===== src/rtl/voice_mixer_pkg.sv =====
// Shared defaults, state encoding and saturation helper for the voice mixer.
package mixer_pkg;

  localparam int DEF_NUM_VOICES     = 24;
  localparam int DEF_PHASE_WIDTH    = 32;
  localparam int DEF_LUT_ADDR_WIDTH = 8;
  localparam int DEF_SAMPLE_WIDTH   = 16;
  localparam int DEF_LUT_LATENCY    = 2;
  localparam int DEF_MIX_SHIFT      = 3;

  // Headroom for summing every voice at full scale without wrapping.
  localparam int ACC_WIDTH = DEF_SAMPLE_WIDTH + $clog2(DEF_NUM_VOICES);

  typedef enum logic [1:0] {
    IDLE   = 2'd0,
    ISSUE  = 2'd1,
    DRAIN  = 2'd2,
    OUTPUT = 2'd3
  } mix_state_t;

  // Clamp a signed value to the range of a signed 'width'-bit word.
  // The result stays 32 bits wide; the caller keeps the low 'width' bits.
  function automatic logic signed [31:0] sat_narrow(input logic signed [31:0] value,
                                                    input int width);
    logic signed [31:0] hi;
    logic signed [31:0] lo;
    hi = (32'sd1 <<< (width - 1)) - 32'sd1;
    lo = -(32'sd1 <<< (width - 1));
    if (value > hi) begin
      sat_narrow = hi;
    end else if (value < lo) begin
      sat_narrow = lo;
    end else begin
      sat_narrow = value;
    end
  endfunction

endpackage


===== src/rtl/voice_mixer_tag_pipe.sv =====
// Delay line carrying {valid, gate} alongside an in-flight LUT read so the
// accumulator knows when read data belongs to a voice and whether it counts.
module mix_tag_pipe #(
  parameter int DEPTH = 2
) (
  input  logic clk,
  input  logic rst_n,
  input  logic push_valid,
  input  logic push_gate,
  output logic tag_valid,
  output logic tag_gate
);

  logic [DEPTH-1:0] valid_sr;
  logic [DEPTH-1:0] gate_sr;

  // Shift the tag one stage per clock; stage 0 takes the new push.
  always_ff @(posedge clk or negedge rst_n) begin
    if (!rst_n) begin
      valid_sr <= '0;
      gate_sr  <= '0;
    end else begin
      valid_sr[0] <= push_valid;
      gate_sr[0]  <= push_gate;
      for (int i = 1; i < DEPTH; i++) begin
        valid_sr[i] <= valid_sr[i-1];
        gate_sr[i]  <= gate_sr[i-1];
      end
    end
  end

  assign tag_valid = valid_sr[DEPTH-1];
  assign tag_gate  = gate_sr[DEPTH-1];

endmodule


===== src/rtl/voice_mixer.sv =====
// Per-sample voice mixer: snapshots all voices on a tick, reads each voice's
// waveform value from a shared LUT one voice per clock, sums the gated ones,
// then scales and saturates into one signed PCM sample.
//
// Interface protocol: sample_tick_in is a one-cycle request accepted only in
// IDLE (a tick at any other time is dropped and sets the sticky overrun_out).
// sample_valid_out is a one-cycle strobe with no back-pressure; sample_out and
// active_count_out hold their value until the next strobe.
module voice_mixer
  import mixer_pkg::*;
#(
  parameter int NUM_VOICES     = DEF_NUM_VOICES,
  parameter int PHASE_WIDTH    = DEF_PHASE_WIDTH,
  parameter int LUT_ADDR_WIDTH = DEF_LUT_ADDR_WIDTH,
  parameter int SAMPLE_WIDTH   = DEF_SAMPLE_WIDTH,
  parameter int LUT_LATENCY    = DEF_LUT_LATENCY,
  parameter int MIX_SHIFT      = DEF_MIX_SHIFT
) (
  input  logic                                   clk_in,
  input  logic                                   rst_n_in,
  input  logic                                   sample_tick_in,
  input  logic [NUM_VOICES-1:0]                  gate_in,
  input  logic [NUM_VOICES-1:0][PHASE_WIDTH-1:0] phase_value_in,
  output logic [LUT_ADDR_WIDTH-1:0]              lut_addr_out,
  input  logic signed [SAMPLE_WIDTH-1:0]         lut_data_in,
  output logic signed [SAMPLE_WIDTH-1:0]         sample_out,
  output logic                                   sample_valid_out,
  output logic [4:0]                             active_count_out,
  output logic                                   busy_out,
  output logic                                   overrun_out
);

  localparam int IDX_W   = (NUM_VOICES > 1) ? $clog2(NUM_VOICES) : 1;
  localparam int ACC_W   = SAMPLE_WIDTH + $clog2(NUM_VOICES);
  localparam int DRAIN_W = $clog2(LUT_LATENCY + 1) + 1;

  mix_state_t                 state;
  logic [NUM_VOICES-1:0]      snap_gate;
  logic [LUT_ADDR_WIDTH-1:0]  snap_addr [NUM_VOICES];
  logic [IDX_W-1:0]           idx;
  logic [DRAIN_W-1:0]         drain_cnt;
  logic signed [ACC_W-1:0]    acc;
  logic signed [ACC_W-1:0]    lut_ext;
  logic signed [ACC_W-1:0]    acc_shifted;
  logic signed [31:0]         sat_wide;
  logic signed [SAMPLE_WIDTH-1:0] sample_next;
  logic [4:0]                 gate_count;
  logic                       issue_valid;
  logic                       issue_gate;
  logic                       tag_valid;
  logic                       tag_gate;
  logic                       tick_accept;
  logic                       unused_bits;

  assign tick_accept = sample_tick_in && (state == IDLE);
  assign busy_out    = (state != IDLE);

  // Capture gates and LUT addresses of every voice when a tick is accepted.
  always_ff @(posedge clk_in or negedge rst_n_in) begin
    if (!rst_n_in) begin
      snap_gate <= '0;
      for (int i = 0; i < NUM_VOICES; i++) begin
        snap_addr[i] <= '0;
      end
    end else if (tick_accept) begin
      snap_gate <= gate_in;
      for (int i = 0; i < NUM_VOICES; i++) begin
        snap_addr[i] <= phase_value_in[i][PHASE_WIDTH-1 -: LUT_ADDR_WIDTH];
      end
    end
  end

  // Mix sequencer: issue one voice per clock, drain the LUT pipe, publish.
  // DRAIN lasts LUT_LATENCY+1 cycles because the address register adds one
  // stage in front of the LUT read latency.
  always_ff @(posedge clk_in or negedge rst_n_in) begin
    if (!rst_n_in) begin
      state     <= IDLE;
      idx       <= '0;
      drain_cnt <= '0;
    end else begin
      case (state)
        IDLE: begin
          if (sample_tick_in) begin
            state <= ISSUE;
            idx   <= '0;
          end
        end
        ISSUE: begin
          idx <= idx + 1'b1;
          if (idx == IDX_W'(NUM_VOICES - 1)) begin
            state     <= DRAIN;
            drain_cnt <= '0;
          end
        end
        DRAIN: begin
          drain_cnt <= drain_cnt + 1'b1;
          if (drain_cnt == DRAIN_W'(LUT_LATENCY)) begin
            state <= OUTPUT;
          end
        end
        OUTPUT: begin
          state <= IDLE;
        end
        default: begin
          state <= IDLE;
        end
      endcase
    end
  end

  // Issue stage: register the LUT address and the matching tag together.
  always_ff @(posedge clk_in or negedge rst_n_in) begin
    if (!rst_n_in) begin
      lut_addr_out <= '0;
      issue_valid  <= 1'b0;
      issue_gate   <= 1'b0;
    end else if (state == ISSUE) begin
      lut_addr_out <= snap_addr[idx];
      issue_valid  <= 1'b1;
      issue_gate   <= snap_gate[idx];
    end else begin
      issue_valid  <= 1'b0;
      issue_gate   <= 1'b0;
    end
  end

  mix_tag_pipe #(
    .DEPTH (LUT_LATENCY)
  ) u_tag_pipe (
    .clk        (clk_in),
    .rst_n      (rst_n_in),
    .push_valid (issue_valid),
    .push_gate  (issue_gate),
    .tag_valid  (tag_valid),
    .tag_gate   (tag_gate)
  );

  assign lut_ext = {{(ACC_W - SAMPLE_WIDTH){lut_data_in[SAMPLE_WIDTH-1]}}, lut_data_in};

  // Accumulate LUT data whose tag arrives; gated-off voices add zero.
  always_ff @(posedge clk_in or negedge rst_n_in) begin
    if (!rst_n_in) begin
      acc <= '0;
    end else if (tick_accept) begin
      acc <= '0;
    end else if (tag_valid) begin
      acc <= acc + (tag_gate ? lut_ext : '0);
    end
  end

  // Scale and saturate the finished sum.
  always_comb begin
    acc_shifted = acc >>> MIX_SHIFT;
    sat_wide    = sat_narrow(32'(acc_shifted), SAMPLE_WIDTH);
    sample_next = sat_wide[SAMPLE_WIDTH-1:0];
  end

  // Count gated voices in the snapshot.
  always_comb begin
    gate_count = '0;
    for (int i = 0; i < NUM_VOICES; i++) begin
      gate_count = gate_count + 5'(snap_gate[i]);
    end
  end

  // Publish the sample with a one-cycle strobe in OUTPUT.
  always_ff @(posedge clk_in or negedge rst_n_in) begin
    if (!rst_n_in) begin
      sample_out       <= '0;
      sample_valid_out <= 1'b0;
      active_count_out <= '0;
    end else begin
      sample_valid_out <= 1'b0;
      if (state == OUTPUT) begin
        sample_out       <= sample_next;
        sample_valid_out <= 1'b1;
        active_count_out <= gate_count;
      end
    end
  end

  // Sticky flag for ticks that arrive while a mix is still running.
  always_ff @(posedge clk_in or negedge rst_n_in) begin
    if (!rst_n_in) begin
      overrun_out <= 1'b0;
    end else if (sample_tick_in && (state != IDLE)) begin
      overrun_out <= 1'b1;
    end
  end

  // Low phase bits and the upper saturation bits are deliberately not used.
  assign unused_bits = ^{phase_value_in, sat_wide};

endmodule


===== config.mk =====
export PLATFORM = sky130hd
export DESIGN_NAME = voice_mixer
export DESIGN_NICKNAME = d
export VERILOG_FILES = /design/src/rtl/voice_mixer_pkg.sv /design/src/rtl/voice_mixer_tag_pipe.sv /design/src/rtl/voice_mixer.sv
export SDC_FILE = /design/constraint.sdc
export NUM_CORES = 1
export LEC_CHECK = 0
export ABC_CLOCK_PERIOD_IN_PS = 5700
export CORE_AREA = 2 2 329 331
export CTS_CLUSTER_SIZE = 30
export DETAILED_ROUTE_END_ITERATION = 6
export DIE_AREA = 0 0 331 333
export HOLD_SLACK_MARGIN = 0.05
export PLACE_DENSITY = 0.33
export SKIP_LAST_GASP = 1
export SLEW_MARGIN = 20
export SYNTH_ARGS = -nofsm -noshare
export SYNTH_HDL_FRONTEND = slang
export SYNTH_SLANG_ARGS = --single-unit

===== constraint.sdc =====
create_clock -name clk_in -period 5.7 [get_ports clk_in]
set_input_delay 1.14 -clock clk_in [delete_from_list [all_inputs] [get_ports clk_in]]
set_output_delay 1.14 -clock clk_in [all_outputs]
set_load 0.005 [all_outputs]

==> results_dict.tcl <==
set metrics [dict create \
    status "completed" \
    worstSetupPathType "flip-flop to flip-flop" \
    die_width_um 331 \
    cts_resized 0 \
    synth-seq-cells 284 \
    grt_usage 0.0975 \
    cts_tree "done" \
    initial_core_util 0.135 \
    cp_common_cell "fa_1" \
    p_leak_nw 8.96 \
    postSynthAreaPerCell_um2 9.29 \
    vias 11400 \
    max-slew-margin-rel 0.328 \
    final_antenna_net_count 0 \
    setup_viol 0 \
    yosys.area.top_type "dfrtp_1" \
    numCtsBuffers 42 \
    peakVddDrop_v 0.000756 \
    startpoint_type "flip-flop" \
    htreeDepth 2 \
    path_clk_slew_ns 0.06 \
    drtIter0Drc 504 \
    grt_overflow 0 \
    post_layout_nonfiller_instances 3214 \
    wl_per_cell_um 16.7 \
    synth_top_area_share 0.494 \
    powerDensity_nw_per_um2 662 \
    clock_latency_ns 0.57 \
    use_met3 0.0292 \
    maxCapViolCount 0 \
    period_share 0.733 \
    post-place-cells 3138 \
    yosysWarnings 0 \
    grt_max_degree 113 \
    seq_area_frac_synth 0.494 \
    drt_pass1_iterations 4 \
    critPathRequiredTime_ns 6.15 \
    syn_nets 2412 \
    clockBufferDepth 3 \
    async_flop_share 1.00 \
    dieArea_um2 110000 \
    use_met2 0.158 \
    wirelength_mm 53.6 \
    yosysMostFrequentCell "nand2_1" \
    coreArea_um2 107000 \
    syn_area_um2 14400 \
    fmax_ghz 0.239 \
    cts_setup_buffers 0 \
    crit_slowest_cell "fa_1" \
    hpwl_mm 38.1 \
    rsz0062_at_grt "false" \
    cp_num_buf_inv 4 \
    synth_edf_count 0 \
    io_pins 843 \
    grt_pass1_vias 12500 \
    gp_congestion 0.768 \
    final.min_clock_period_ns 4.18 \
    root_buffer "clkbuf_16" \
    yosys-top-cells-count "660 x nand2_1, 284 x dfrtp_1, 76 x clkbuf_1" \
    ys_types 47 \
    tightest_slew_ns 1.01 \
    cp_top_family "adder cells" \
    drc 0 \
    drive_above_1_share 0.0862 \
    arrival_ns 4.63 \
    antenna_found_initial 9 \
    cp_max_fo 3 \
    finalInstanceArea_um2 20000 \
    synth_ff_type "dfrtp_1" \
    viasPerCell 3.55 \
    cts-hold-fix-buffers 0 \
    fp-row-count 120 \
    placed_area_um2 18600 \
    finClkSkew_ns 0.0161 \
    fin_ws_ns 1.52 \
    die_y_um 333 \
    final-hold-violation-count 0 \
    grt-busiest-layer "met2" \
    port_buffers 266 \
    slowest_delay_ns 0.59 \
    postSynthCellCount 1550 \
    area_growth_pct 39.2 \
    cts.sinks 284 \
    fin_util 0.188 \
    crit_chain "fa_1 > inv_1 > fa_1 > inv_1 > fa_1 > fa_1 > inv_1 > fa_1 > inv_1 > ha_1 > a21o_1 > a21oi_1 > xnor2_1 > mux2_2" \
    tns_ns 0 \
    finalPower_mw 13.3 \
    grtUsageMet1 0.125 \
    nets 2641 \
    synthTopCellsByArea "dfrtp_1 49%, nand2_1 17%, mux4_2 8.6%" \
    dp_slack_ns 1.45 \
    drv_slew 0 \
    hp-class "flip-flop to flip-flop" \
    hold_ws_ns 0.348 \
    grt_pass1_wl_mm 80.5 \
    worstSetupEndpointType "flip-flop" \
]
## where the power goes
group	switching, mW	internal, mW	leakage (nW)	total [mW]
Clock	1.04	1.66	0.704	2.70
Sequential	0.791	2.97	3.54	3.76
Combinational	3.60	3.20	4.72	6.80
## layout make-up
class	count	area (um2)
fillers	11800	86600
flip-flops and latches	284	7120
multi-input cells	1106	6660
repair buffers	277	2830
well taps	1403	1760
clock buffers	59	1260
inverters	68	255
clock inverters	15	163
diodes	2	5.00
## final timing paths
check,from,to,slack (ns),depth (start not counted)
max in group asynchronous,rst_n_in,acc[17],4.02,2
min reg2reg,issue_gate,u_tag_pipe.gate_sr[0],0.35,0
min,issue_gate,u_tag_pipe.gate_sr[0],0.35,0
max reg2reg,snap_gate[17],active_count_out[3],1.52,14
min in group asynchronous,rst_n_in,snap_addr[164],0.54,1
max,snap_gate[17],active_count_out[3],1.52,14
## flip-flops by register name (all words and copies together), names as in the netlist, 2 cells and up
register             flops
state                    2
active_count_out         5
idx                      5
u_tag_pipe.gate_sr       2
u_tag_pipe.valid_sr      2
acc                     21
snap_addr              192
sample_out              16
drain_cnt                3
lut_addr_out             8
snap_gate               24
## cells by family after synthesis
logic type | count (synthesis) | synth area share
flops | 284 | 0.494
xor+xnor | 22 | 0.0134
mux | 95 | 0.115
compound gates | 168 | 0.0714
fa+ha+maj | 51 | 0.0537
buf+inv | 160 | 0.0447
simple gates | 770 | 0.208
## metal layers
layer | wire length (um) | vias to the layer above
li1 | - | 5513
met5 | 114 | -
met1 | 23800 | 5549
met3 | 3240 | 76
met4 | 1250 | 16
met2 | 25200 | 256
## placed cells by master, fill, tap and decap left out, types with 26 or more instances in the layout
| master | synthesis | final |
|---|---|---|
| dfrtp_1 | 284 | 281 |
| nand2_1 | 660 | 659 |
| ha_1 | 33 | 32 |
| nor2_1 | 64 | 64 |
| mux4_2 | 55 | 55 |
| clkdlybuf4s50_1 | 0 | 265 |
| clkbuf_16 | 0 | 43 |
| inv_1 | 68 | 68 |
| mux2i_1 | 26 | 26 |
| o21ai_0 | 55 | 55 |
| a21oi_1 | 40 | 40 |
No activity file was read; power rests on OpenSTA's default activity.
